$ cat src/rtl/step_debounce_if.sv
// Button-side bundle for step_debounce: the raw push-button level in,
// the debounced level and the step strobe out.
interface step_debounce_if;
  logic btn_in;
  logic step_pulse;
  logic btn_level;

  // Driver of the raw button and consumer of the debounced outputs.
  modport master (output btn_in, input step_pulse, btn_level);
  // The debouncer itself.
  modport slave (input btn_in, output step_pulse, btn_level);
endinterface

$ cat src/rtl/step_debounce.sv
// Push-button debouncer with optional auto-repeat. A raw, asynchronous
// button level is synchronized, qualified by DEBOUNCE_CYCLES consecutive
// stable samples, and turned into a registered level plus a one-cycle
// step strobe on every committed press, and every REPEAT_CYCLES while held.
module step_debounce #(
  parameter int DEBOUNCE_CYCLES = 4,
  parameter int REPEAT_CYCLES   = 0
) (
  input  logic        clk,
  input  logic        rst,
  step_debounce_if.slave bus
);

  localparam int CNT_W = $clog2(DEBOUNCE_CYCLES);
  localparam int RPT_W = (REPEAT_CYCLES > 1) ? $clog2(REPEAT_CYCLES) : 1;
  localparam logic [CNT_W-1:0] CNT_LAST = CNT_W'(DEBOUNCE_CYCLES - 1);
  localparam logic [RPT_W-1:0] RPT_LAST =
    RPT_W'((REPEAT_CYCLES > 0) ? REPEAT_CYCLES - 1 : 0);

  typedef enum logic [1:0] {
    IDLE         = 2'd0,
    PRESS_WAIT   = 2'd1,
    HELD         = 2'd2,
    RELEASE_WAIT = 2'd3
  } state_t;

  logic             sync_q1;
  logic             btn_s;
  state_t           state, state_nxt;
  logic [CNT_W-1:0] cnt, cnt_nxt;
  logic [RPT_W-1:0] rpt, rpt_nxt;
  logic             pulse_q, pulse_nxt;
  logic             level_q, level_nxt;

  // Two-flop synchronizer; the only place the raw button is sampled.
  // NOTE: reset is sampled on the clock edge only, and every sequential
  // assignment is non-blocking so all flops update from pre-edge values.
  always_ff @(posedge clk) begin
    if (!rst) begin
      sync_q1 <= 1'b0;
      btn_s   <= 1'b0;
    end else begin
      sync_q1 <= bus.btn_in;
      btn_s   <= sync_q1;
    end
  end

  // Next-state, counter and output decode for the debounce FSM.
  // NOTE: every signal gets its default before the case so no path leaves
  // one unassigned, which would otherwise infer a latch.
  always_comb begin
    state_nxt = state;
    cnt_nxt   = cnt;
    rpt_nxt   = rpt;
    pulse_nxt = 1'b0;
    unique case (state)
      IDLE: begin
        if (btn_s) begin
          state_nxt = PRESS_WAIT;
          cnt_nxt   = CNT_W'(1);
        end else begin
          cnt_nxt   = '0;
        end
      end
      PRESS_WAIT: begin
        if (!btn_s) begin
          state_nxt = IDLE;
          cnt_nxt   = '0;
        end else if (cnt == CNT_LAST) begin
          state_nxt = HELD;
          pulse_nxt = 1'b1;
          rpt_nxt   = '0;
        end else begin
          cnt_nxt   = cnt + CNT_W'(1);
        end
      end
      HELD: begin
        if (!btn_s) begin
          state_nxt = RELEASE_WAIT;
          cnt_nxt   = CNT_W'(1);
        end else if (REPEAT_CYCLES > 0) begin
          if (rpt == RPT_LAST) begin
            pulse_nxt = 1'b1;
            rpt_nxt   = '0;
          end else begin
            rpt_nxt   = rpt + RPT_W'(1);
          end
        end
      end
      RELEASE_WAIT: begin
        // A bounce back to pressed resumes the hold without a new step,
        // but restarts the repeat period.
        if (btn_s) begin
          state_nxt = HELD;
          rpt_nxt   = '0;
        end else if (cnt == CNT_LAST) begin
          state_nxt = IDLE;
        end else begin
          cnt_nxt   = cnt + CNT_W'(1);
        end
      end
      default: state_nxt = IDLE;
    endcase
    level_nxt = (state_nxt == HELD) || (state_nxt == RELEASE_WAIT);
  end

  // FSM state, counters and registered outputs.
  always_ff @(posedge clk) begin
    if (!rst) begin
      state   <= IDLE;
      cnt     <= '0;
      rpt     <= '0;
      pulse_q <= 1'b0;
      level_q <= 1'b0;
    end else begin
      state   <= state_nxt;
      cnt     <= cnt_nxt;
      rpt     <= rpt_nxt;
      pulse_q <= pulse_nxt;
      level_q <= level_nxt;
    end
  end

  assign bus.step_pulse = pulse_q;
  assign bus.btn_level  = level_q;

endmodule

$ cat src/flat_wrapper.sv
// flat-port wrapper written by rule: the top's interface ports become plain ports
module step_debounce_flat 
#(
  parameter int DEBOUNCE_CYCLES = 4,
  parameter int REPEAT_CYCLES   = 0
)
  (clk, rst, bus_btn_in, bus_step_pulse, bus_btn_level);
  step_debounce_if bus_i ();
  input  logic clk;
  input  logic rst;
  input wire logic [$bits(bus_i.btn_in)-1:0] bus_btn_in;
  output wire logic [$bits(bus_i.step_pulse)-1:0] bus_step_pulse;
  output wire logic [$bits(bus_i.btn_level)-1:0] bus_btn_level;
  assign bus_i.btn_in = bus_btn_in;
  assign bus_step_pulse = bus_i.step_pulse;
  assign bus_btn_level = bus_i.btn_level;
  step_debounce #(.DEBOUNCE_CYCLES(DEBOUNCE_CYCLES), .REPEAT_CYCLES(REPEAT_CYCLES)) u_core (.clk(clk), .rst(rst), .bus(bus_i));
endmodule
$ cat config.mk
export PLATFORM = sky130hd
export DESIGN_NAME = step_debounce_flat
export DESIGN_NICKNAME = d
export VERILOG_FILES = /design/src/rtl/step_debounce_if.sv /design/src/rtl/step_debounce.sv /design/src/flat_wrapper.sv
export SDC_FILE = /design/constraint.sdc
export NUM_CORES = 1
export LEC_CHECK = 0
export BUFFER_PORTS_ARGS = -buffer_cell sky130_fd_sc_hd__buf_2
export CAP_MARGIN = 20
export CORE_AREA = 2 2 39 41
export DETAILED_ROUTE_END_ITERATION = 6
export DIE_AREA = 0 0 41 43
export REMOVE_ABC_BUFFERS = 1
export SLEW_MARGIN = 20
export SYNTH_ARGS = -nofsm -noshare
export SYNTH_HDL_FRONTEND = slang
export SYNTH_SLANG_ARGS = --single-unit
$ cat constraint.sdc
create_clock -name clk -period 2.2 [get_ports clk]
set_input_delay 0 -clock clk [delete_from_list [all_inputs] [get_ports clk]]
set_output_delay 0 -clock clk [all_outputs]
set_load 0.005 [all_outputs]
# Word-level counts from Yosys, hierarchy flattened
# Index checks and enable logic that the tools add are counted.
# op_classes
n_addsub,1
n_mul,0
div,0
magnitude_cmp,0
eq_ne,8
shift,0
n_mux,14
bitwise_logic,0
reduce_logical,4
# ops
cell,n
2-to-1 mux 2 bit,10
one-hot mux 2 bit (4 select lines),2
"== test 2 bit, second input constant",5
"inequality test 2 bit, second input constant",2
AND reduction 3 bit,1
"adder 2 x 1 -> 2 bit, second input constant",1
"== test 2 x 1 -> 1 bit, second input constant",1
logical NOT 2 bit,1
2-to-1 mux 1 bit,2
AND reduction 2 bit,1
logical OR 1 bit,1
# word_totals
register_bits,8
latch_bits,0
ramBits,0
romBits,0
wordCells,33
n_memories,0

# Longest topological paths before layout
# Gate-level depths: netlist of run 1.
# depth
word_depth,6
mapped_depth,3
mapped_depth_nobuf,2

# Least setup slack after synthesis of run 1
# No wires, ideal clock.
# synth_timing
path_type,register -> register
start,register u_core.state[1]
end,register u_core.cnt[1]
t_arrival_ns,0.774
required_ns,2.121
slack_ns,1.346
stages_incl_launch_ff,4
path_buffers,1
synth_period_minus_slack_ns,0.854
path_cell_list,dfxtp_1 > buf_6 > a21bo_1 > a211oi_2
# synth_between
elab_chain_len,3
word_cells_on_any_way,8
cone_classes,eq/ne (5); mux (1); reduce/logical (2)
# synth_lines
item,line,source
start: declaration,step_debounce.sv:29,"state_t state, state_nxt;"
start signal: assignment,step_debounce.sv:116,state <= state_nxt;
== test 2 bit,step_debounce.sv:56,unique case (state)
inequality test 2 bit (no source line),-,
AND reduction 2 bit (no source line),-,
end signal: assignment,step_debounce.sv:117,cnt <= cnt_nxt;
end: declaration,step_debounce.sv:30,"logic [CNT_W-1:0] cnt, cnt_nxt;"
# Parallel ways exist; a longest one is shown, timed or not.
# A chain may end at the register's enable or synchronous reset.

# Final worst setup path of run 1
# layout_timing
start,register u_core.state[1]
end,register u_core.cnt[0]
# The elaborated chain is that of the path after synthesis.

==> reports/summary.txt, run 1 <==
Worst hold-check path type: input pin to flip-flop
CP max FO: 8
Overall routing resource usage: 6.34%
Worst R2R Setup Slack: 1.25 ns
Initial antenna violation count: 0
Remaining DRCs: 0
Hold buffer count at CTS: 1
CTS Root Cell: clkbuf_4
Global-route wire length before repair: 752 um
Mapped Cells: 28
Max-Cap Viols: 0
# Post-CTS Setup Buffers: 0
Power share of the clock group: 40.2%
Ports: 5
Share of the synthesized area in the top cell type: 53.1%
Origin of the worst min-delay path: rst
Sequential fraction of design power: 56.7%
Post-synth top cells: 8 x dfxtp_1, 3 x nand2_1, 2 x and2_1, 2 x and3b_1, 2 x mux2i_1
Setup TNS: 0 ns
Final GP Congestion: 0.747
DR iter-0 viols: 2
Relative slew slack: 76.8%
Pleak: 0.165 nW
Die Height: 43 um
Vias in the first global route: 199
Drt pass-1 iters: 4
Comb pwr share: 3.1%
Per-cell routed wire length: 8.22 um
CTS tree: done
Area growth syn-to-layout: 20.3%
Antenna diode count: 0
Flops & latches, synth: 8
Top routing layer used: met3
PwrDens: 729 nW/um^2
Max-slew violations: 0
DRT met1 WL: 214 um
Maximum clock rate: 1.05 GHz
P_sw: 0.0499 mW
Final Skew: 0.00847 ns
Core Box Area: 1380 um^2
Worst Reg2Reg Path Length in Cells: 2
Count leader, synth: dfxtp_1
Post-route design area: 363 um^2
Reg2Reg Capture Point: u_core.cnt[0]
Die width: 41 um
RSZ-0062 raised after global routing: no
Synth Cell Area: 302 um^2
Area of placed instances: 330 um^2
Largest net degree at the start of global routing: 9
Skew-Pair Late Insertion Delay: 0.25 ns
Post-synth top area cell: dfxtp_1
Worst-case clock buffer depth: 2
Final wirelength: 419 um
Nets@finish: 40
Hold Crit Depth: 2
DIE AREA: 1760 um^2
Vias: 219
Worst-margin pin slew: 0.344 ns
Worst-path clk slew: 0.06 ns
H-tree Lvls: 1
Routed wl met3: 18 um
CP arrival: 1.10 ns
Yosys warns: 0
Critical path launch point type: flip-flop
Crit share post-route: 43.1%
Number of synthesized flops with an enable pin: 0
Post-synthesis average cell area: 10.8 um^2
Endpoints failing hold: 0
Congestion Overflow GR: 0
Ys async rst share: 0%
Post-route ant nets: 0
Met2 WL post-DR: 186 um
Switching portion of total power: 18.9%
Peak supply drop: 277 uV
Row count: 14
Vias per cell: 4.29
Dpl hpwl: 318 um
R2R Path Start: u_core.state[1]
Largest cells by area after synthesis: dfxtp_1 53%, mux2i_1 6.6%, and3b_1 5.8%, a211oi_2 4.1%, and2_1 4.1%
P_int: 0.215 mW
Minimum clock period: 0.948 ns
Crit. End Element: flip-flop
WS Path Type: flip-flop to flip-flop
Synth Flop Type: dfxtp_1
Hold path endpoint: u_core.btn_s
# port buffers: 4
Sequential-to-total area share from yosys stat: 53.1%
Inserted Clock Buffers: 3
# clock sinks: 8
Unique masters post-synth: 16
Initial Utilization: 21.8%
Layout cells sized above 1: 22.9%
Worst EP required: 2.35 ns
Final count of negative-setup-slack endpoints: 0
Status: finished, final reports clean
Post_cts resized: 0
worst max-delay path by stage:
stage,startpoint,end,slack [ns]
final,u_core.state[1],u_core.cnt[0],1.25
after global placement,u_core.state[1],u_core.cnt[0],1.27
after floorplan,u_core.state[1],u_core.cnt[1],1.39
after global routing,u_core.state[1],u_core.cnt[0],1.15
after CTS,u_core.state[1],u_core.cnt[0],1.25
after detailed placement,u_core.state[1],u_core.cnt[0],1.28
routing by layer:
layer	GRT usage, %	up-vias
met5	0	-
met4	4.00	0
met3	3.14	0
met2	7.19	5
met1	9.09	102
li1	-	112
area by class of cell:
class / instances / area, um^2
fill: 133 / 1020
sequential: 8 / 160
multi-input combinational: 18 / 126
timing repair buffer: 5 / 30.0
clock buffer: 3 / 22.5
tap: 16 / 20.0
inverter: 1 / 3.75
critical path: stages, from the launching register on:
cell	delay (ns)
dfxtp_1	0.46
o21ai_0	0.19
a211oi_1	0.20
logic make-up after synthesis:
logic type	Yosys count	synth area share [%]
xor gates and xnor gates	1	2.91
DFF	8	53.1
buffers and inverters	2	4.98
and+or+nand+nor	10	19.1
AOI/OAI and AO/OA	5	13.3
muxes	2	6.64
registers in the layout, indices dropped and copies added, names as in the netlist:
| signal | count |
|---|---|
| u_core.btn_s | 1 |
| u_core.bus.step_pulse | 1 |
| u_core.bus.btn_level | 1 |
| u_core.cnt | 2 |
| u_core.state | 2 |
| u_core.sync_q1 | 1 |
cells in the final DEF (no fill, tap or decap), types with 2 or more instances in the layout:
master	n
dfxtp_1	8
and3b_1	2
nand2_1	3
mux2i_1	2
clkbuf_4	3
buf_2	4
and2_1	2
power groups by stage:
stage                     sequential [mW]  combinational [mW]  clock (mW)
after detailed placement            0.153             0.00688           0
final                               0.150             0.00818       0.107
after floorplan                     0.152             0.00377           0
after CTS                           0.150             0.00824       0.112
after global routing                0.150             0.00898       0.125
after global placement              0.153             0.00675           0
through the flow:
stage	total power, mW	worst slack [ns]	cells	hold slack, ns	utilization, %
3_3_place_gp	0.160	1.27	47	0.208	23.9
2_1_floorplan	0.156	1.39	27	0.122	-
4_1_cts	0.270	1.25	51	0.0254	26.2
3_5_place_dp	0.160	1.28	47	0.217	23.9
5_1_grt	0.284	1.15	51	0.0337	26.2
6_report	0.265	1.25	51	0.0296	26.2
No activity file was read; power rests on OpenSTA's default activity.
==> inputs of run 2 (changes only) <==
==> constraint.sdc (replaced) <==
create_clock -name clk -period 0.96 [get_ports clk]
set_input_delay 0 -clock clk [delete_from_list [all_inputs] [get_ports clk]]
set_output_delay 0 -clock clk [all_outputs]
set_load 0.005 [all_outputs]
==> reports/summary.txt, run 2 (synthesis results as in run 1) <==
Minimum clock period: 0.852 ns
CTS Root Cell: clkbuf_4
Final wirelength: 437 um
Nets@finish: 40
DR iter-0 viols: 0
H-tree Lvls: 1
Worst EP required: 1.09 ns
DIE AREA: 1760 um^2
Max-slew violations: 0
Critical path launch point type: flip-flop
CP max FO: 7
CP peak stage delay: 0.35 ns
# clock sinks: 8
Biggest regs: u_core.cnt x2, u_core.state x2
Per-cell routed wire length: 8.57 um
Overall routing resource usage: 6.66%
CP top delay family: compound AO/OA/AOI/OAI gates
Initial antenna violation count: 0
Initial Utilization: 21.8%
Row count: 14
Peak supply drop: 764 uV
Global-route wire length before repair: 703 um
Skew-Pair Late Insertion Delay: 0.26 ns
Commonest non-fill, non-tap cell in the layout: dfxtp_1
Crit. End Element: flip-flop
Endpoints failing hold: 0
Worst-case clock buffer depth: 2
Drt pass-1 iters: 1
Core Box Area: 1380 um^2
Final GP Congestion: 0.749
Final Skew: 0.00110 ns
Crit path buffers/inverters: 0
Vias in the first global route: 179
Crit share post-route: 88.8%
Slowest cell on the critical path: dfxtp_2
Remaining DRCs: 0
PwrDens: 1700 nW/um^2
Worst hold-check path type: input pin to flip-flop
Worst-margin pin slew: 0.315 ns
Pwr Total: 0.622 mW
Vias: 206
Ports: 5
Max-Cap Viols: 0
Layout cells sized above 1: 28.6%
Antenna diode count: 0
Inserted Clock Buffers: 3
Area growth syn-to-layout: 21.2%
Status: finished, final reports clean
Post-route ant nets: 0
Congestion Overflow GR: 0
Maximum clock rate: 1.17 GHz
CTS tree: done
# port buffers: 4
Pleak: 0.165 nW
Die width: 41 um
Worst-path clk slew: 0.05 ns
Setup TNS: 0 ns
Relative slew slack: 78.8%
Worst path cell trace: o21ai_0 > a211oi_1
RSZ-0062 raised after global routing: no
Hold WS: 0.0121 ns
Largest net degree at the start of global routing: 9
Commonest non-fill, non-tap cells in the layout: 6 x dfxtp_1, 4 x buf_2, 3 x nand2_1, 3 x clkbuf_4
CP arrival: 0.98 ns
Vias per cell: 4.04
Final count of negative-setup-slack endpoints: 0
Die Height: 43 um
WS Path Type: flip-flop to flip-flop
[run 2: cell types whose count changed in the layout (fill, tap and decap cells not counted)]
cell and delta:
dfxtp_2 +2, dfxtp_1 -2
[run 2: worst paths after layout]
kind | slack, ns | cells after the start | from | end
worst max-delay path | 0.11 | 2 | u_core.btn_s | u_core.cnt[0]
worst min-delay path | 0.01 | 2 | rst | u_core.btn_s
worst max register to register | 0.11 | 2 | u_core.btn_s | u_core.cnt[0]
worst min register to register | 0.43 | 1 | u_core.sync_q1 | u_core.btn_s
[run 2: cell type report]
type	instances	area (um^2)
clock buffers	3	22.5
multi-input cells	18	126
flip-flops and latches	8	163
fillers	136	1020
well taps	16	20.0
repair buffers	5	30.0
inverters	1	3.75
[run 2: where the power goes]
| group | switching (mW) | total (mW) | internal, mW |
|---|---|---|---|
| Clock | 0.117 | 0.260 | 0.143 |
| Sequential | 0.00487 | 0.344 | 0.339 |
| Combinational | 0.00752 | 0.0187 | 0.0111 |
| Total | 0.129 | 0.622 | 0.493 |
[run 2: repair_timing]
action,in CTS,in global routing
gates resized for setup,0,2
setup buffers,0,0
hold buffers,1,0
hold endpoints to repair,1,0
setup endpoints to repair,0,2
[run 2: metrics by stage]
stage,worst slack (ns),utilization [%],cell area (um^2),instances
floorplan,0.151,-,290,27
global placement,0.0150,23.9,330,47
detailed placement,0.0462,23.9,330,47
CTS,0.0357,26.2,363,51
global route,0.0427,26.4,365,51
finish,0.108,26.4,365,51
[run 2: layer usage]
| metal | wire length [um] | GRT usage (%) | part of all wire (%) | vias to the layer above |
|---|---|---|---|---|
| li1 | - | - | - | 112 |
| met1 | 215 | 7.84 | 49 | 86 |
| met2 | 174 | 7.50 | 40 | 6 |
| met3 | 25 | 3.14 | 5.7 | 2 |
| met4 | 22 | 8.00 | 5.0 | 0 |
| met5 | 0 | 0 | 0 | - |
